`src/rtl/jcs_front_panel.sv`:
```
// jcs_front_panel: button-driven run/pause/step/load sequencer that gates the jcscpu clock on instruction boundaries
module jcs_front_panel #(
  parameter int DEBOUNCE_CYCLES = 3,
  parameter bit AUTORUN = 1'b1
) (
  input  logic        sclk,
  input  logic        reset,
  input  logic        btn_run,
  input  logic        btn_step,
  input  logic        btn_load,
  input  logic [15:0] sw,
  input  logic        halt,
  input  logic        stp_first,
  input  logic        cpu_quiet,
  output logic        cpu_clk_en,
  output logic [7:0]  ld_bus,
  output logic        ld_mar_s,
  output logic        ld_ram_s,
  output logic [1:0]  mode,
  output logic [15:0] instr_count
);
  localparam int CW = $clog2(DEBOUNCE_CYCLES + 1);
  typedef enum logic [3:0] {
    RUN, STOPPING, STEPPING, PAUSED, LD_MAR, LD_MAR_HOLD, LD_DATA, LD_DATA_HOLD, HALTED
  } state_t;
  state_t state, state_n;
  logic [2:0] btn, sync1, sync2, deb, ev;
  logic [CW-1:0] cnt [3];
  logic armed, boundary, ret_halt, active, stopping, run_ev, step_ev, load_ev;
  assign btn = {btn_load, btn_step, btn_run};
  assign run_ev = ev[0];
  assign step_ev = ev[1];
  assign load_ev = ev[2];
  // two-flop synchronizer for the raw buttons
  always_ff @(posedge sclk) begin
    sync1 <= reset ? 3'b000 : btn;
    sync2 <= reset ? 3'b000 : sync1;
  end
  // debounce each button and emit a one-cycle event on an accepted rising level
  always_ff @(posedge sclk) begin
    for (int i = 0; i < 3; i++) begin
      if (reset) begin
        cnt[i] <= '0;
        deb[i] <= 1'b0;
        ev[i]  <= 1'b0;
      end else if (sync2[i] != deb[i] && cnt[i] == CW'(DEBOUNCE_CYCLES - 1)) begin
        cnt[i] <= '0;
        deb[i] <= sync2[i];
        ev[i]  <= sync2[i];
      end else begin
        cnt[i] <= (sync2[i] != deb[i]) ? cnt[i] + 1'b1 : '0;
        ev[i]  <= 1'b0;
      end
    end
  end
  assign boundary = armed & stp_first & cpu_quiet;
  assign active = state == RUN || state == STOPPING || state == STEPPING;
  assign stopping = state == STOPPING || state == STEPPING;
  assign cpu_clk_en = ~reset & active & ~halt & ~(boundary & stopping);
  // arm once the CPU has left step 1, and count every boundary crossed
  always_ff @(posedge sclk) begin
    if (reset) begin
      armed <= 1'b0;
      instr_count <= '0;
    end else begin
      armed <= boundary ? 1'b0 : (~stp_first & cpu_clk_en) ? 1'b1 : armed;
      instr_count <= boundary ? instr_count + 1'b1 : instr_count;
    end
  end
  // state register; ret_halt remembers whether a load came from HALTED
  always_ff @(posedge sclk) begin
    if (reset) begin
      state <= AUTORUN ? RUN : PAUSED;
      ret_halt <= 1'b0;
    end else begin
      state <= state_n;
      ret_halt <= (state == HALTED) ? 1'b1 : (state == PAUSED) ? 1'b0 : ret_halt;
    end
  end
  // next-state and load-sequence outputs
  always_comb begin
    state_n = state;
    ld_bus = 8'h00;
    ld_mar_s = 1'b0;
    ld_ram_s = 1'b0;
    mode = 2'd0;
    case (state)
      RUN:          state_n = halt ? HALTED : run_ev ? STOPPING : RUN;
      STOPPING:     state_n = halt ? HALTED : boundary ? PAUSED : run_ev ? RUN : STOPPING;
      STEPPING:     state_n = halt ? HALTED : boundary ? PAUSED : STEPPING;
      PAUSED:       state_n = run_ev ? RUN : step_ev ? STEPPING : load_ev ? LD_MAR : PAUSED;
      LD_MAR:       state_n = LD_MAR_HOLD;
      LD_MAR_HOLD:  state_n = LD_DATA;
      LD_DATA:      state_n = LD_DATA_HOLD;
      LD_DATA_HOLD: state_n = ret_halt ? HALTED : PAUSED;
      HALTED:       state_n = load_ev ? LD_MAR : HALTED;
      default:      state_n = AUTORUN ? RUN : PAUSED;
    endcase
    if (!reset) begin
      ld_bus = (state == LD_MAR || state == LD_MAR_HOLD) ? sw[15:8] :
               (state == LD_DATA || state == LD_DATA_HOLD) ? sw[7:0] : 8'h00;
      ld_mar_s = state == LD_MAR;
      ld_ram_s = state == LD_DATA;
    end
    mode = (state == PAUSED) ? 2'd1 : (state == HALTED) ? 2'd3 :
           (state == LD_MAR || state == LD_MAR_HOLD || state == LD_DATA || state == LD_DATA_HOLD) ? 2'd2 : 2'd0;
  end
endmodule

```
`config.mk`:
```
export PLATFORM = sky130hd
export DESIGN_NAME = jcs_front_panel
export DESIGN_NICKNAME = d
export VERILOG_FILES = /design/src/rtl/jcs_front_panel.sv
export SDC_FILE = /design/constraint.sdc
export NUM_CORES = 1
export LEC_CHECK = 0
export ABC_AREA = 1
export CORE_MARGIN = 3
export CORE_UTILIZATION = 50
export DETAILED_ROUTE_END_ITERATION = 7
export GPL_ROUTABILITY_DRIVEN = 0
export GPL_TIMING_DRIVEN = 0
export PLACE_DENSITY_LB_ADDON = 0.05
export SETUP_SLACK_MARGIN = 0.4
export SYNTH_ARGS = -nofsm -noshare
export SYNTH_HDL_FRONTEND = slang
export SYNTH_SLANG_ARGS = --single-unit
```
`constraint.sdc`:
```
create_clock -name sclk -period 2.7 [get_ports sclk]
set_clock_uncertainty 0.15 [all_clocks]
set_input_delay 0.27 -clock sclk [delete_from_list [all_inputs] [get_ports sclk]]
set_output_delay 0.27 -clock sclk [all_outputs]
set_load 0.005 [all_outputs]
```
==> metrics.md, run 1 <==
| Metric | Value |
|---|---|
| Status | `finished, final reports clean` |
| Met1 usage | `24.8%` |
| Worst hold start | `sync1[2]$_SDFF_PP0_` |
| Sw Pwr | `0.265 mW` |
| Drt first pass iters | `4` |
| Skew-Pair Late Insertion Delay | `0.29 ns` |
| Sw Ratio | `21.9%` |
| Share of the synthesized area in the top cell type | `32.8%` |
| Seq pwr share | `51.7%` |
| Crit path DAT | `1.83 ns` |
| LEAKAGE | `1.22 nW` |
| Critical Path Sink Type | `output port` |
| Most frequent cells after synthesis | `nand2_1, nor2_1, inv_1, dfxtp_1, a21oi_1` |
| # DRC | `0` |
| Pwr Density | `425 nW/um2` |
| Netlist cell types | `33` |
| Hold Slack | `0.242 ns` |
| Clock share of power | `40.1%` |
| Ys async rst share | `0%` |
| Post-Place Cells | `401` |
| Most frequent cell after synthesis | `nand2_1` |
| Combinational share of power | `8.2%` |
| Num CTS Buffers | `5` |
| H-tree depth | `2` |
| Area grow syn2layout | `37.0%` |
| Met2 usage | `30.1%` |
| Antenna Violating Nets Remaining | `0` |
| Max-slew violations | `0` |
| Port bufs | `52` |
| TritonCTS clock tree | `yes` |
| Nets | `390` |
| DP Wirelength | `3430 um` |
| Routed len/inst | `11.3 um` |
| Sequential-to-total area share from yosys stat | `41.5%` |
| Final Routed Wirelength | `4640 um` |
| Die width | `70.4 um` |
| Row count | `22` |
| Yosys warning total | `0` |
| Vias post-DR | `2023` |
| RSZ-0062 raised after global routing | `true` |
| Initial core utilization | `54.2%` |
| Worst Setup SP | `stp_first` |
| Vias per inst | `4.92` |
| Mean area per synthesized cell | `7.00 um2` |
| Mapped Cells | `296` |
| Die H | `70.4 um` |
| Sink Count | `40` |
| Setup ws final | `0.449 ns` |
| Tmin final | `2.25 ns` |
| CTS root buffer | `clkbuf_8` |
| MaxCap Viol Count | `0` |
| Setup CP Type | `in2out` |
| Fmax | `0.444 GHz` |
| Seq cells post-synth | `40` |
| DR iter-0 viols | `87` |
| Post-place setup slack | `0.417 ns` |
| Final setup viols | `0` |
| Initial antenna violation count | `0` |
| Peak supply drop | `377 uV` |
| Internal | `0.943 mW` |
| CP max FO | `6` |
| Share of layout cells above drive strength 1 | `11.6%` |
| EDFF count, synth | `6` |
| Vias in the first global route | `1845` |
| First-pass GRT wire length | `7780 um` |
| Hold Crit Class | `reg2reg` |
| Tot GR Track Use | `19.0%` |
| Cell Area, Synth | `2070 um2` |
| Die ar. | `4960 um2` |
| Final instance count without filler cells | `411` |
| Fin Setup TNS | `0 ns` |
| Fillers | `306` |
| # IOs | `53` |
| Design area | `2840 um2` |
| CORE AREA | `3830 um2` |
| Final Power | `1.21 mW` |
| Worst Path Required | `2.28 ns` |
| Clock-pin slew on the worst setup and hold paths | `0.08 ns` |
| DP Area | `2670 um2` |
| Crit start category | `input port` |
| Period utilization | `83.4%` |
| M3 GR Usage | `4.75%` |
| Largest net degree at the start of global routing | `14` |
| Post-layout util | `74.2%` |
| Synth Flop Type | `dfxtp_1` |
| # diodes | `0` |
| Final Hold Vio Count | `0` |
| GRT overflow | `0` |
| R2R Path Start | `instr_count[1]$_SDFFE_PP0P_` |
| Gr busiest metal | `met2` |
| Area leader, netlist | `dfxtp_1` |
| Largest cells by area after synthesis | `dfxtp_1, nand2_1, edfxtp_1` |
| Clk buf depth | `2` |
-- metal layers --
metal | wire length (um) | vias to the layer above
met5 | 0 | -
met4 | 47 | 0
li1 | - | 1060
met1 | 2120 | 901
met2 | 2210 | 55
met3 | 257 | 7
-- critical path, cell delays in order --
cell and delay (ns):
clkdlybuf4s50_1 0.54, inv_2 0.07, nor2_4 0.17, nand3_1 0.14, and3_1 0.21, clkdlybuf4s50_1 0.43
-- registers in the layout, indices dropped and copies added, names as in the netlist --
name / cells
deb: 3
sync1: 3
instr_count: 16
sync2: 3
armed: 1
cnt: 6
state: 4
ret_halt: 1
ev: 3
-- path summary, 6_finish.rpt --
| kind | slack [ns] | cells past startpoint | to |
|---|---|---|---|
| setup reg to reg | 1.15 | 6 | instr_count[8]$_SDFFE_PP0P_ |
| setup / recovery | 0.45 | 6 | cpu_clk_en |
| hold / removal | 0.24 | 2 | sync2[2]$_SDFF_PP0_ |
| hold reg to reg | 0.24 | 2 | sync2[2]$_SDFF_PP0_ |
-- cell usage in the layout, fill, tap and decap left out, drive strengths merged, types with 2 or more instances in the layout --
| master | netlist | final |
|---|---|---|
| nand2 | 76 | 76 |
| nor2 | 55 | 55 |
| clkdlybuf4s50 | 0 | 47 |
| inv | 43 | 43 |
| dfxtp | 34 | 34 |
| a21oi | 19 | 19 |
| nand3 | 16 | 16 |
| nand4 | 11 | 11 |
| o21ai | 10 | 10 |
| edfxtp | 6 | 6 |
| conb | 1 | 6 |
| clkbuf | 1 | 6 |
| buf | 4 | 6 |
| dlymetal6s2s | 0 | 5 |
| ha | 4 | 4 |
| nor3 | 4 | 4 |
| or2 | 3 | 3 |
| clkinvlp | 0 | 2 |
| and3 | 2 | 2 |
-- cells by family after synthesis --
family	Yosys count	synth area share, %
AO/OA/AOI/OAI	32	8.21
XOR/XNOR	2	0.845
adder cells (fa/ha/maj)	4	2.41
buffers and inverters	49	9.17
flip-flops	40	41.5
other	1	0.181
AND/OR/NAND/NOR	168	37.7
-- repair_timing --
| action | 4_1_cts | 5_1_grt |
|---|---|---|
| setup buffers | 0 | 2 |
| setup endpoints to repair | 8 | 11 |
| hold buffers | 0 | 0 |
| hold endpoints to repair | 0 | 0 |
| gates resized for setup | 2 | 10 |
| pin swaps | 0 | 1 |
-- power groups by stage --
stage / Combinational [mW] / Clock [mW] / Sequential, mW
floorplan: 0.0434 / 0 / 0.636
global placement: 0.0953 / 0 / 0.637
detailed placement: 0.0976 / 0 / 0.638
CTS: 0.0983 / 0.498 / 0.624
global route: 0.111 / 0.523 / 0.626
finish: 0.0992 / 0.484 / 0.624
-- area by class of cell --
cell class                      instances  area [um2]  share of cell area (%)
Buffer                                  5        25.0                   0.881
Clock buffer                            5        68.8                    2.42
Clock inverter                          3        42.5                    1.50
Inverter                               44         169                    5.95
Multi-Input combinational cell        212        1060                    37.5
Sequential cell                        40         862                    30.4
Tap cell                               48        60.1                    2.11
Timing Repair Buffer                   54         548                    19.3
Note: power is estimated with default switching activity, not from simulation.
==> run 2: changes to the inputs <==
CORE_UTILIZATION = 44   (was 50)
clock period = 1.9 ns   (was 2.7 ns; I/O delays follow)
==> metrics.md, run 2 (synthesis gave the netlist of run 1 again) <==
| Metric | Value |
|---|---|
| Status | `finished, final reports clean` |
| Vias per inst | `4.97 (+1.0%)` |
| CP max FO | `4 (-2)` |
| Worst Path Required | `1.56 ns (-0.72 ns)` |
| Final setup viols | `0 (unchanged)` |
| Crit start category | `register` |
| RSZ-0062 raised after global routing | `true` |
| Initial antenna violation count | `0 (unchanged)` |
| Die ar. | `5570 um2 (+12%)` |
| Met3 routed wirelength | `294 um (+14%)` |
| Port bufs | `52 (unchanged)` |
| WL met1 | `2500 um (+18%)` |
| Sw Ratio | `24.2% (+2.2 points)` |
| # DRC | `0 (unchanged)` |
| Num CTS Buffers | `5 (unchanged)` |
| Routed len/inst | `12.9 um (+15%)` |
| Peak supply drop | `538 uV (+43%)` |
| Top Registers | `instr_count: 16 flops, cnt: 6 flops, state: 4 flops` |
| TritonCTS clock tree | `yes` |
| R2R cell count | `9 (+3)` |
| Pwr Density | `470 nW/um2 (+11%)` |
| Sw Pwr | `0.389 mW (+47%)` |
| Internal | `1.22 mW (+29%)` |
| Final Hold Vio Count | `0 (unchanged)` |
| Top Metal Used | `met4` |
| DP Wirelength | `3440 um (+0.14%)` |
| # IOs | `53 (unchanged)` |
| Sink Count | `40 (unchanged)` |
| GRT overflow | `0 (unchanged)` |
| Final instance count without filler cells | `462 (+12%)` |
| Met2 routed WL | `3030 um (+37%)` |
| Nets | `438 (+12%)` |
| Tmin final | `1.80 ns` |
| Largest net degree at the start of global routing | `12 (-2)` |
| R2R Path Start | `state[3]$_SDFF_PP0_` |
| DR iter-0 viols | `156 (+79%)` |
| Setup crit end | `ld_bus[3]` |
| Final Routed Wirelength | `5980 um (+29%)` |
| Worst Setup SP | `state[3]$_SDFF_PP0_` |
| Most common cell after layout, fill and taps aside | `nand2_1` |
| Row count | `24 (+9.1%)` |
| Crit path DAT | `1.46 ns (-0.37 ns)` |
| Antenna Violating Nets Remaining | `0 (unchanged)` |
| Final Power | `1.61 mW (+33%)` |
| Reg-to-reg setup timing slack | `0.26 ns (-0.89 ns)` |
| Most frequent cells in the layout | `nand2_1, nor2_1, inv_1` |
| Max-slew violations | `0 (unchanged)` |
| CORE AREA | `4440 um2 (+16%)` |
| First-pass GRT wire length | `8650 um (+11%)` |
| Area grow syn2layout | `64.9%` |
| MaxCap Viol Count | `0 (unchanged)` |
| Most flops, register | `instr_count` |
| Clock-pin slew on the worst setup and hold paths | `0.08 ns (about the same)` |
| Hold_buf cts | `0 (unchanged)` |
| Combinational share of power | `11.9% (+3.7 points)` |
| H-tree depth | `2 (unchanged)` |
| Fmax | `0.555 GHz` |
| Worst r2r dst | `state[0]$_SDFF_PP0_` |
| Die H | `74.6 um (+6.0%)` |
| Drt first pass iters | `5 (+1)` |
| Clk buf depth | `2 (unchanged)` |
| # diodes | `0 (unchanged)` |
| Post-layout util | `76.9% (+2.7 points)` |
| Vias post-DR | `2297 (+14%)` |
| Hold Path Stages | `4 (+2)` |
| LEAKAGE | `1.72 nW (+41%)` |
| Initial core utilization | `46.6% (-7.5 points)` |
| Critical Path Sink Type | `output port` |
| Die width | `74.6 um (+6.0%)` |
| Setup CP Type | `reg2out` |
| Vias in the first global route | `2022 (+9.6%)` |
| Max reg flops | `16 (unchanged)` |
| Clock share of power | `33.5% (-6.6 points)` |
| CTS root buffer | `clkbuf_8` |
| Worst hold start | `stp_first` |
| Seq pwr share | `54.6% (+2.9 points)` |
| Hold Crit Class | `in2reg` |
| Skew-Pair Late Insertion Delay | `0.30 ns (about the same)` |
| Tot GR Track Use | `20.2% (+1.2 points)` |
| Post-Place Cells | `405 (+1.0%)` |
| Period utilization | `94.7%` |
| Share of layout cells above drive strength 1 | `36.1% (+25 points)` |
[run 2: what timing repair did]
item / in CTS / in global routing
pin swaps: 12 / 30
setup buffers: 36 / 14
setup endpoints to repair: 29 / 37
resized for setup: 110 / 56
[run 2: per-stage QoR]
stage               setup TNS, ns  worst slack, ns  hold WS (ns)  area (um2)
finish                          0           0.0998         0.242        3420
global route                    0           0.0413         0.276        3420
CTS                             0           0.0945         0.254        3110
detailed placement         -0.795           -0.230         0.246        2680
global placement           -0.864           -0.237         0.240        2680
floorplan                       0            0.489         0.147        2090
[run 2: cell type report]
class	count	area (um2)
well taps	52	65.1
multi-input cells	212	1230
flip-flops and latches	40	906
repair buffers	102	923
clock inverters	1	5.00
inverters	44	175
plain buffers	5	38.8
clock buffers	6	72.6
fillers	332	1030
[run 2: critical path: stages (launching register included)]
cell	delay, ns
dfxtp_4	0.36
inv_4	0.07
nand2_8	0.06
nor2_4	0.15
buf_6	0.12
buf_6	0.09
nand2_4	0.04
a21oi_2	0.13
buf_2	0.13
[run 2: power by group through the flow]
stage | Clock, mW | Sequential, mW | Combinational, mW
4_1_cts | 0.540 | 0.883 | 0.171
5_1_grt | 0.575 | 0.880 | 0.210
3_3_place_gp | 0 | 0.906 | 0.136
6_report | 0.538 | 0.878 | 0.191
3_5_place_dp | 0 | 0.906 | 0.138
2_1_floorplan | 0 | 0.904 | 0.0617
[run 2: worst min-delay path by stage]
stage                     endpoint  slack, ns
6_report        armed$_SDFFE_PP0P_       0.24
5_1_grt         armed$_SDFFE_PP0P_       0.28
4_1_cts         armed$_SDFFE_PP0P_       0.25
3_5_place_dp   sync2[1]$_SDFF_PP0_       0.25
3_3_place_gp   sync2[1]$_SDFF_PP0_       0.24
2_1_floorplan  sync1[0]$_SDFF_PP0_       0.15
[run 2: metal layers]
layer	vias to the layer above	global-route usage (%)
li1	1165	-
met1	1039	23.9
met3	21	5.47
met2	72	35.7
met5	-	0
met4	0	6.13
==> run 3: changes to the inputs <==
CORE_UTILIZATION = 46   (was 44)
CTS_BUF_LIST = sky130_fd_sc_hd__clkbuf_4 sky130_fd_sc_hd__clkbuf_8   (was unset)
==> metrics.md, run 3 (synthesis gave the netlist of run 1 again) <==
| Metric | Value |
|---|---|
| Row count | `23 (-4.2%)` |
| Fillers | `272 (-18%)` |
| Area grow syn2layout | `62.1%` |
| Port bufs | `52 (unchanged)` |
| RSZ-0062 raised after global routing | `true` |
| Largest stage delay, worst path | `0.38 ns (+0.02 ns)` |
| Hold EP | `instr_count[1]$_SDFFE_PP0P_` |
| MaxCap Viol Count | `0 (unchanged)` |
| Hold Crit Class | `in2reg` |
| Most frequent cells in the layout | `nand2_1, nor2_1, inv_1` |
| Vias post-DR | `2315 (+0.78%)` |
| Setup CP Type | `reg2out` |
| Die width | `73.1 um (-2.0%)` |
| GRT overflow | `0 (unchanged)` |
| Status | `finished, final reports clean` |
| Post-place setup slack | `-0.285 ns (-0.0556 ns)` |
| Most common cell after layout, fill and taps aside | `nand2_1` |
| R2R cell count | `8 (-1)` |
| Worst-path cell chain | `buf_6 -> nor2_4 -> buf_6 -> buf_6 -> nand2_2 -> a21oi_2 -> buf_2` |
| First-pass GRT wire length | `9700 um (+12%)` |
| Reg-to-reg setup timing slack | `0.41 ns (+0.15 ns)` |
| Most used cell, CP | `buf_6` |
| Num CTS Buffers | `5 (unchanged)` |
| TritonCTS clock tree | `yes` |
| Routed len/inst | `14.1 um (+9.2%)` |
| Largest net degree at the start of global routing | `14 (+2)` |
| Fmax | `0.546 GHz (-1.7%)` |
| LEAKAGE | `1.64 nW (-5.0%)` |
| Crit path DAT | `1.49 ns (+0.03 ns)` |
| Worst Path Required | `1.56 ns (about the same)` |
| Vias per inst | `5.10 (+2.6%)` |
| Max-slew violations | `0 (unchanged)` |
| Critical Path Sink Type | `output port` |
| Pwr Density | `490 nW/um2 (+4.1%)` |
| DR iter-0 viols | `109 (-30%)` |
| Die ar. | `5350 um2 (-4.0%)` |
| CTS root buffer | `clkbuf_8` |
| Initial antenna violation count | `0 (unchanged)` |
| Tot GR Track Use | `23.2% (+3.0 points)` |
| Period utilization | `96.4% (+1.7 points)` |
| # IOs | `53 (unchanged)` |
| Worst r2r dst | `state[1]$_SDFF_PP0_` |
| Final setup viols | `0 (unchanged)` |
| Share of layout cells above drive strength 1 | `35.6% (-0.45 points)` |
| Most flops, register | `instr_count` |
| Clock-pin slew on the worst setup and hold paths | `0.09 ns (about the same)` |
| Sink Count | `40 (unchanged)` |
| Critical path's slowest cell | `dfxtp_4` |
| Clk buf depth | `2 (unchanged)` |
| Top Registers | `instr_count: 16 flops, cnt: 6 flops, state: 4 flops` |
| Hold Path Stages | `3 (-1)` |
| Setup ws final | `0.0680 ns (-0.0317 ns)` |
| # diodes | `0 (unchanged)` |
| DP Wirelength | `3520 um (+2.3%)` |
| Crit start category | `register` |
| Antenna Violating Nets Remaining | `0 (unchanged)` |
| Skew-Pair Late Insertion Delay | `0.31 ns (about the same)` |
| Die H | `73.1 um (-2.0%)` |
| Final Routed Wirelength | `6410 um (+7.3%)` |
| Worst hold start | `reset` |
| Final Hold Vio Count | `0 (unchanged)` |
| CORE AREA | `4170 um2 (-6.1%)` |
| H-tree depth | `2 (unchanged)` |
| Peak supply drop | `454 uV (-16%)` |
| Initial core utilization | `49.7% (+3.0 points)` |
| Drt first pass iters | `4 (-1)` |
| CP max FO | `6 (+2)` |
| Hold Slack | `0.179 ns (-0.0629 ns)` |
| Tmin final | `1.83 ns (+0.0317 ns)` |
| # DRC | `0 (unchanged)` |
| R2R Path Start | `state[3]$_SDFF_PP0_` |
| Vias in the first global route | `2161 (+6.9%)` |
| Nets | `431 (-1.6%)` |
| Max reg flops | `16 (unchanged)` |
run 3: cell type report:
cell class / instances / area [um2] / area share [%]
repair buffers: 95 / 867 / 25.8
inverters: 44 / 169 / 5.03
clock buffers: 5 / 68.8 / 2.05
well taps: 50 / 62.6 / 1.86
clock inverters: 3 / 18.8 / 0.558
flip-flops and latches: 40 / 916 / 27.3
plain buffers: 5 / 38.8 / 1.15
multi-input cells: 212 / 1220 / 36.3
run 3: metal layers:
layer / vias up / GRT usage, % / wire length [um]
li1: 1149 / - / -
met1: 1076 / 27.4 / 2670
met2: 67 / 38.6 / 3270
met3: 23 / 6.89 / 290
met4: 0 / 10.0 / 184
met5: - / 0 / 0
run 3: what timing repair did:
action	CTS	global route
setup endpoints to repair	32	35
setup buffers	33	10
endpoints found under the hold margin	0	0
hold buffers	0	0
pin swaps	18	16
resized for setup	127	40
run 3: worst max-delay path by stage:
stage | startpoint | endpoint | slack, ns | cells after the start
6_report | state[1]$_SDFF_PP0_ | ld_bus[2] | 0.07 | 7
5_1_grt | state[1]$_SDFF_PP0_ | ld_bus[2] | 0.02 | 7
4_1_cts | state[3]$_SDFF_PP0_ | ld_bus[2] | 0.12 | 8
3_5_place_dp | reset | cpu_clk_en | -0.29 | 6
3_3_place_gp | reset | cpu_clk_en | -0.25 | 6
2_1_floorplan | instr_count[1]$_SDFFE_PP0P_ | instr_count[8]$_SDFFE_PP0P_ | 0.49 | 6
run 3: worst max-delay path, delay by kind of cell (launching register included):
family	cells	cell delay (ns)
buffers and inverters	4	0.47
flip-flops	1	0.38
AND/OR/NAND/NOR	2	0.21
AO/OA/AOI/OAI	1	0.12
run 3: through the flow:
stage	setup TNS, ns	util (%)	power, mW	area (um2)	std cells
after floorplan	0	-	0.966	2090	301
after global placement	-0.971	64.1	1.04	2680	403
after detailed placement	-1.00	64.1	1.05	2680	403
after CTS	0	75.5	1.63	3150	444
after global routing	0	80.5	1.69	3360	454
final	0	80.5	1.65	3360	454
run 3: power breakdown:
part	switching, mW	internal, mW	total [mW]
logic	0.0905	0.0985	0.189
registers	0.0115	0.861	0.872
clock network	0.328	0.256	0.584
total	0.430	1.22	1.65
